## config.mk

```make
export PLATFORM = sky130hd
export DESIGN_NAME = fdivsqrt_seq
export DESIGN_NICKNAME = d
export VERILOG_FILES = /design/src/rtl/fdivsqrt_seq.sv
export SDC_FILE = /design/constraint.sdc
export NUM_CORES = 1
export LEC_CHECK = 0
export CORE_UTILIZATION = 52
export DETAILED_ROUTE_END_ITERATION = 8
export PLACE_DENSITY = 0.82
export SYNTH_ARGS = -nofsm -noshare
export SYNTH_HDL_FRONTEND = slang
export SYNTH_SLANG_ARGS = --single-unit
```

## constraint.sdc

```tcl
create_clock -name clk -period 3 [get_ports clk]
set_clock_uncertainty 0.2 [all_clocks]
set_input_delay 0.3 -clock clk [delete_from_list [all_inputs] [get_ports clk]]
set_output_delay 0.3 -clock clk [all_outputs]
set_load 0.005 [all_outputs]
```

## src/rtl/fdivsqrt_seq.sv

```systemverilog
// Sequencing controller for the divide/square-root unit: accept, optional subnormal
// normalization, format-dependent iteration count, done hold. Build option: FDIVSQRT_EARLYTERM_EN.
module fdivsqrt_seq #(
  parameter int CNTW  = 6,
  parameter int CYC_H = 4,
  parameter int CYC_S = 7,
  parameter int CYC_D = 14,
  parameter int CYC_Q = 29
) (
  input  logic       clk,
  input  logic       reset,
  input  logic       FDivStartE,
  input  logic [1:0] FmtE,
  input  logic       SqrtE,
  input  logic       SpecialCaseE,
  input  logic       XSubnormE,
  input  logic       YSubnormE,
  input  logic       WZeroE,
  input  logic       FlushE,
  input  logic       StallM,
  output logic       FDivBusyE,
  output logic       FDivDoneE,
  output logic       ExpLoadE,
  output logic       NormEnE,
  output logic       IterEnE,
  output logic       EarlyTermE
);

  typedef enum logic [1:0] {IDLE, NORM, BUSY, DONE} state_t;

  state_t          state, state_nxt;
  logic [CNTW-1:0] cnt, cnt_nxt;
  logic [CNTW-1:0] cyc_m1;
  logic            armed;
  logic            accept;
  logic            et_set;

  // Load value is one less than the iteration count: BUSY exits on cnt==0.
  always_comb begin
    case (FmtE)
      2'b00:   cyc_m1 = CNTW'(CYC_S - 1);
      2'b01:   cyc_m1 = CNTW'(CYC_D - 1);
      2'b10:   cyc_m1 = CNTW'(CYC_H - 1);
      2'b11:   cyc_m1 = CNTW'(CYC_Q - 1);
      default: cyc_m1 = CNTW'(CYC_S - 1);
    endcase
  end

  // armed stays low for the first cycle after reset release so no start is taken then.
  assign accept = (state == IDLE) & armed & FDivStartE & ~FlushE;

  always_comb begin
    state_nxt = state;
    cnt_nxt   = cnt;
    ExpLoadE  = 1'b0;
    NormEnE   = 1'b0;
    IterEnE   = 1'b0;
    FDivDoneE = 1'b0;
    FDivBusyE = 1'b0;
    et_set    = 1'b0;
    case (state)
      IDLE: begin
        if (accept) begin
          ExpLoadE  = 1'b1;
          cnt_nxt   = cyc_m1;
          FDivBusyE = ~SpecialCaseE;
          if (SpecialCaseE)
            state_nxt = DONE;
          else if (XSubnormE | (YSubnormE & ~SqrtE))
            state_nxt = NORM;
          else
            state_nxt = BUSY;
        end
      end
      NORM: begin
        NormEnE   = 1'b1;
        FDivBusyE = 1'b1;
        state_nxt = BUSY;
      end
      BUSY: begin
        IterEnE   = 1'b1;
        FDivBusyE = 1'b1;
        if (cnt == '0) begin
          state_nxt = DONE;
        end else begin
          cnt_nxt = cnt - CNTW'(1);
`ifdef FDIVSQRT_EARLYTERM_EN
          if (WZeroE) begin
            state_nxt = DONE;
            et_set    = 1'b1;
          end
`endif
        end
      end
      DONE: begin
        FDivDoneE = 1'b1;
        if (~StallM)
          state_nxt = IDLE;
      end
      default: state_nxt = IDLE;
    endcase
    // Flush aborts from any state and suppresses every datapath enable this cycle.
    if (FlushE) begin
      state_nxt = IDLE;
      ExpLoadE  = 1'b0;
      NormEnE   = 1'b0;
      IterEnE   = 1'b0;
      et_set    = 1'b0;
    end
  end

  always_ff @(posedge clk or posedge reset) begin
    if (reset) begin
      state <= IDLE;
      cnt   <= '0;
      armed <= 1'b0;
    end else begin
      state <= state_nxt;
      cnt   <= cnt_nxt;
      armed <= 1'b1;
    end
  end

`ifdef FDIVSQRT_EARLYTERM_EN
  logic et_flag;

  always_ff @(posedge clk or posedge reset) begin
    if (reset)
      et_flag <= 1'b0;
    else if (FlushE | ((state == DONE) & (state_nxt != DONE)))
      et_flag <= 1'b0;
    else if (et_set)
      et_flag <= 1'b1;
  end

  assign EarlyTermE = et_flag & (state == DONE);
`else
  logic unused_early;
  assign unused_early = WZeroE | et_set;
  assign EarlyTermE   = 1'b0;
`endif

endmodule

```

==> results.cfg, run 1 <==
[flow_run]
max_cap_viol_count = 0

[power_and_ir_drop]
cellPowerDensity_nw_per_um2 = 787
vdd_drop_max_v = 0.000439
p_leak_uw = 0.000456

[logic_synthesis]
synth_top_area_frac = 0.285
yosys.area.top_type = dfrtp_1
synth_cell_types = 30
synth_fp_nets = 113
synth_edf_count = 0
ys_ff_latch = 9
yosysSeqAreaShare = 0.285
syn_area_um2 = 791
yosysWarnings = 0
synthCells = 88
synth.area.top_cells = dfrtp_1 (28%), ha_1 (21%), inv_1 (5.2%)
synth-async-reset-ratio = 1.00
avgSynthCellArea_um2 = 8.99
ys.flop_type = dfrtp_1

[run_status]
outcome = finished clean

[global_routing]
grt_first_pass_wirelength_um = 2420
grt_max_degree = 14
grt_usage = 0.223
overflow = 0
grt_pass1_vias = 605
antenna_found_initial = 0

[critical_path]
crit_path_max_incr_delay_ns = 0.51
crit_chain = inv_1, ha_1, inv_2, nor2_1, clkdlybuf4s50_1
cp_max_fo = 13
cp-end-kind = primary output
worstSetupPathType = flip-flop to primary output
critPathLaunchType = flip-flop
slowest_stage = clkdlybuf4s50_1
critPathArrivalTime_ns = 2.05
critPathRequiredTime_ns = 2.50

[floorplanning]
fp.dieW_um = 41.0
die_h_um = 41.0
core_um2 = 1350
dieArea_um2 = 1680
rows = 13
pin_count = 18
initial_core_util = 0.586

[layout]
syn_to_final_growth_pct = 23.3
antenna_cells = 0
area.sequential_um2 = 225
postLayoutCellArea_um2 = 975
multi_input_area_um2 = 509
fin_nets = 131
n_fill_cell = 103
drive_gt1_frac = 0.114

[routing]
first_pass_iters = 4
post_drt_wl_per_cell_um = 12.9
detail_route.wirelength_um = 1550
ant_nets = 0
drc = 0
vias = 671
drt_iter0_markers = 17
vias_per_cell = 5.59

[sta]
rsz0062_at_grt = no
worst_slew_pin_slew_ns = 0.493
slew_viol_final = 0
tns_ns = 0
fin_crit_ns = 2.55
finalSetupViolations = 0
max_freq_ghz = 0.393
hold_viol_final = 0
post-route-period-util = 0.849
relSlewSlack = 0.663

[clocking]
ctsHoldBuffers = 0
clock-sinks = 9
cts_tree = built
cts_resized = 0
path_clk_slew_ns = 0.06
clockBufferDepth = 2
cts_max_level = 1
cts_buffers = 3
clk_latency_ns = 0.26
cts_root_buf = clkbuf_4
cts_setup_buffers = 0

[placed_design]
portBuffers = 15
dp_hpwl_um = 1270
postPlaceCellArea_um2 = 948
place.gp.congestion = 0.755

[worst_hold_path]
min_path_type = input port to asynchronous set/reset pin
worst paths after layout:
kind / depth (start not counted) / to / from / slack, ns
max: 5 / IterEnE / state[0] / 0.45
max reg2reg: 5 / cnt[0] / state[0] / 0.90
max in group asynchronous: 2 / state[0] / reset / 2.24
min: 2 / armed / reset / 0.11
min reg2reg: 1 / cnt[1] / cnt[1] / 0.34
min in group clk: 1 / cnt[1] / cnt[1] / 0.34
state kept, by name (all words and copies together) (netlist names):
register,count
state,2
cnt,6
armed,1
cells in the mapped netlist (2+ instances only):
master	n
o21ai_0	3
dfrtp_1	9
nor3_1	3
o41ai_1	2
ha_1	13
nor2_1	9
a21oi_2	2
a21oi_1	7
conb_1	2
inv_1	11
nand2_1	3
nor3b_1	2
o21ai_1	4
a31oi_1	2
per-layer routing:
metal  vias up  wire length (um)  global-route usage
met5         -                 0                   0
met4         0                11              0.0500
met3         4                92              0.0815
met2        19               769               0.379
met1       308               673               0.264
li1        340                 -                   -
cells by family (layout without fill, tap and decap cells):
family | after synthesis | after routing | synth area share
buffers and inverters | 14 | 31 | 0.0712
adder cells (fa/ha/maj) | 13 | 13 | 0.206
other | 2 | 2 | 0.00950
AO/OA/AOI/OAI | 26 | 26 | 0.237
flip-flops | 9 | 9 | 0.285
AND/OR/NAND/NOR | 23 | 23 | 0.172
multiplexers | 1 | 1 | 0.0190
cells in the final DEF, fill, tap and decap left out:
cell type        count
nor3_1               3
o21ai_0              3
a311o_1              1
inv_2                1
mux2_4               1
a31oi_1              2
nand3b_1             1
inv_1               11
and3_1               1
nor2b_1              1
clkbuf_1             1
and4b_4              1
a21oi_1              7
conb_1               2
clkbuf_4             3
nand2b_1             1
a211o_1              1
dfrtp_1              9
o21ai_1              4
nor3b_1              2
a2111oi_0            1
a31o_4               1
nor2_1               9
clkdlybuf4s50_1     15
nor4_4               1
ha_1                13
nand2_1              3
a21oi_2              2
o41ai_1              2
a21bo_2              1
o2111ai_2            1
layout make-up:
| class | count | share of cell area |
|---|---|---|
| flip-flops and latches | 9 | 0.231 |
| clock buffers | 4 | 0.0270 |
| multi-input cells | 65 | 0.522 |
| well taps | 15 | 0.0193 |
| repair buffers | 15 | 0.154 |
| inverters | 12 | 0.0462 |
power breakdown:
part | total (uW) | switching, uW | internal [uW] | leakage, uW
sequential | 223 | 55.5 | 167 | 0.000115
clock | 91.9 | 40.7 | 51.1 | 0.0000150
combinational | 453 | 240 | 213 | 0.000327
stage by stage:
stage / hold slack, ns / cells / util / power [uW] / setup WS, ns
2_1_floorplan: -0.0721 / 88 / - / 548 / 1.16
3_3_place_gp: 0.325 / 116 / 0.703 / 662 / 0.658
3_5_place_dp: 0.323 / 116 / 0.703 / 674 / 0.642
4_1_cts: 0.112 / 120 / 0.722 / 770 / 0.446
5_1_grt: 0.172 / 120 / 0.722 / 836 / 0.310
6_report: 0.107 / 120 / 0.722 / 768 / 0.454
worst max-delay path: cells and delay by family (launching register included):
family                     cells  cell delay [ns]
adders and majority gates      1             0.47
DFF                            1             0.41
buffers and inverters          3             0.78
and+or+nand+nor                1             0.12
Power figures use the tool's default switching activity.
==> run 2: changes to the inputs <==
Settings changed: CORE_UTILIZATION 52 to 48, PLACE_DENSITY 0.82 to 0.77.
Clock period 3 ns to 2.4 ns, I/O delays scaled along.
==> run 2 against run 1 <==
  * Cell area grew 4.2%
  * Flip-flop and latch count stayed put
  * Core utilization down 5.5 points
  * Clock-buffer cell count unchanged
  * Critical path depth grew 1
  * Critical path type unchanged
  * Largest cell class unchanged
==> results.cfg, run 2 (synthesis results as in run 1) <==
[layout]
largest_register_ff_count = 6
largestRegisters = cnt x6, state x2, armed x1
antenna_cells = 0
fin_nets = 136
syn_to_final_growth_pct = 28.5
final_common_cell = clkdlybuf4s50_1
regMostFlops = cnt
area.sequential_um2 = 225
n_fill_cell = 125
drive_gt1_frac = 0.182
multi_input_area_um2 = 512
stdcell_count = 126
mostFrequentLayoutCells = clkdlybuf4s50_1 (15), ha_1 (12), inv_1 (9), nor2_1 (9), dfrtp_1 (9)

[global_routing]
antenna_found_initial = 0
grtUsageMet2 = 0.317
grt_pass1_vias = 650
overflow = 0
grt_util_met3 = 0.0905
use_met1 = 0.230
grt_first_pass_wirelength_um = 2640
grt_usage = 0.201
busiest_layer = met2
grt_max_degree = 11

[sta]
slew_viol_final = 0
hold_viol_final = 0
post-route-period-util = 0.958
fin_crit_ns = 2.30
max_freq_ghz = 0.435
whs_ns = 0.0468
finalSetupViolations = 0

[routing]
first_pass_iters = 4
vias_per_cell = 5.49
drt_iter0_markers = 11
drc = 0
post_drt_wl_per_cell_um = 12.8
detail_route.wirelength_um = 1610
vias = 692
ant_nets = 0

[placed_design]
portBuffers = 15
place_inst = 119
dp_hpwl_um = 1180
place.gp.congestion = 0.799

[critical_path]
crit_chain = inv_2, ha_2, and4b_4, a21oi_1, nor2_1, clkdlybuf4s50_1
critPathLaunchType = flip-flop
cp_max_fo = 4
cp-end-kind = primary output
worstSetupPathType = flip-flop to primary output
critPathRequiredTime_ns = 1.96
critPathArrivalTime_ns = 1.86
crit_path_max_incr_delay_ns = 0.50
slowest_stage = clkdlybuf4s50_1
regToRegSetupSlack_ns = 0.44

[clocking]
cts_root_buf = clkbuf_4
cts_max_level = 1
clockBufferDepth = 2
path_clk_slew_ns = 0.06
cts_tree = built
clock-sinks = 9
clk_latency_ns = 0.26
cts_buffers = 3
ctsHoldBuffers = 0

[floorplanning]
core_um2 = 1520
fp.dieW_um = 42.6
dieArea_um2 = 1810
initial_core_util = 0.519
die_h_um = 42.6
rows = 14
pin_count = 18

[power_and_ir_drop]
p_leak_uw = 0.000481
finalPower_uw = 1010
cellPowerDensity_nw_per_um2 = 992
vdd_drop_max_v = 0.000545

[worst_hold_path]
min_path_type = input port to asynchronous set/reset pin

[flow_run]
max_cap_viol_count = 0

[run_status]
outcome = finished clean
## run 2: cell count changes in the layout (fill, tap and decap cells not counted)
cell   change
buf_4      +5
ha_1       -1
inv_1      -2
inv_2      +2
ha_2       +1
## run 2: per-layer routing
metal | wire length, um | up-vias
met1 | 753 | 317
met3 | 78 | 5
met2 | 745 | 19
li1 | - | 351
met4 | 32 | 0
met5 | 0 | -
## run 2: where the power goes
| group | total, uW | internal [uW] | leakage (uW) | switching, uW |
|---|---|---|---|---|
| Combinational | 615 | 299 | 0.000351 | 316 |
| Sequential | 278 | 209 | 0.000115 | 68.8 |
| Clock | 115 | 63.9 | 0.0000150 | 50.7 |
## run 2: worst paths after layout
check                              start        end  cells after the start
worst min register to register    cnt[5]     cnt[5]                      1
worst max-delay path            state[1]  FDivBusyE                      6
max in group asynchronous          reset   state[0]                      2
worst max register to register  state[1]     cnt[1]                      6
worst min-delay path               reset      armed                      2
min in group clk                  cnt[5]     cnt[5]                      1
## run 2: layout make-up
cell class | count | area share
flip-flops and latches | 9 | 0.222
inverters | 12 | 0.0443
clock buffers | 4 | 0.0259
well taps | 16 | 0.0197
repair buffers | 20 | 0.185
multi-input cells | 65 | 0.504
## run 2: repair_timing
item	4_1_cts	5_1_grt
setup buffers	0	3
resized for setup	0	3
endpoints found under the setup margin	0	1
## run 2: metrics by stage
step	setup TNS, ns	util	setup WS [ns]	area (um2)
2_1_floorplan	0	-	0.558	791
3_3_place_gp	0	0.633	0.311	965
3_5_place_dp	0	0.633	0.308	965
4_1_cts	0	0.650	0.0493	991
5_1_grt	-0.0147	0.667	-0.0147	1020
6_report	0	0.667	0.101	1020
## run 2: critical path, delay by kind of cell (launching register included)
| kind | cells | cell delay, ns |
|---|---|---|
| adders and majority gates | 1 | 0.18 |
| DFF | 1 | 0.42 |
| AOI/OAI and AO/OA | 1 | 0.07 |
| and+or+nand+nor | 2 | 0.33 |
| buffers and inverters | 2 | 0.59 |
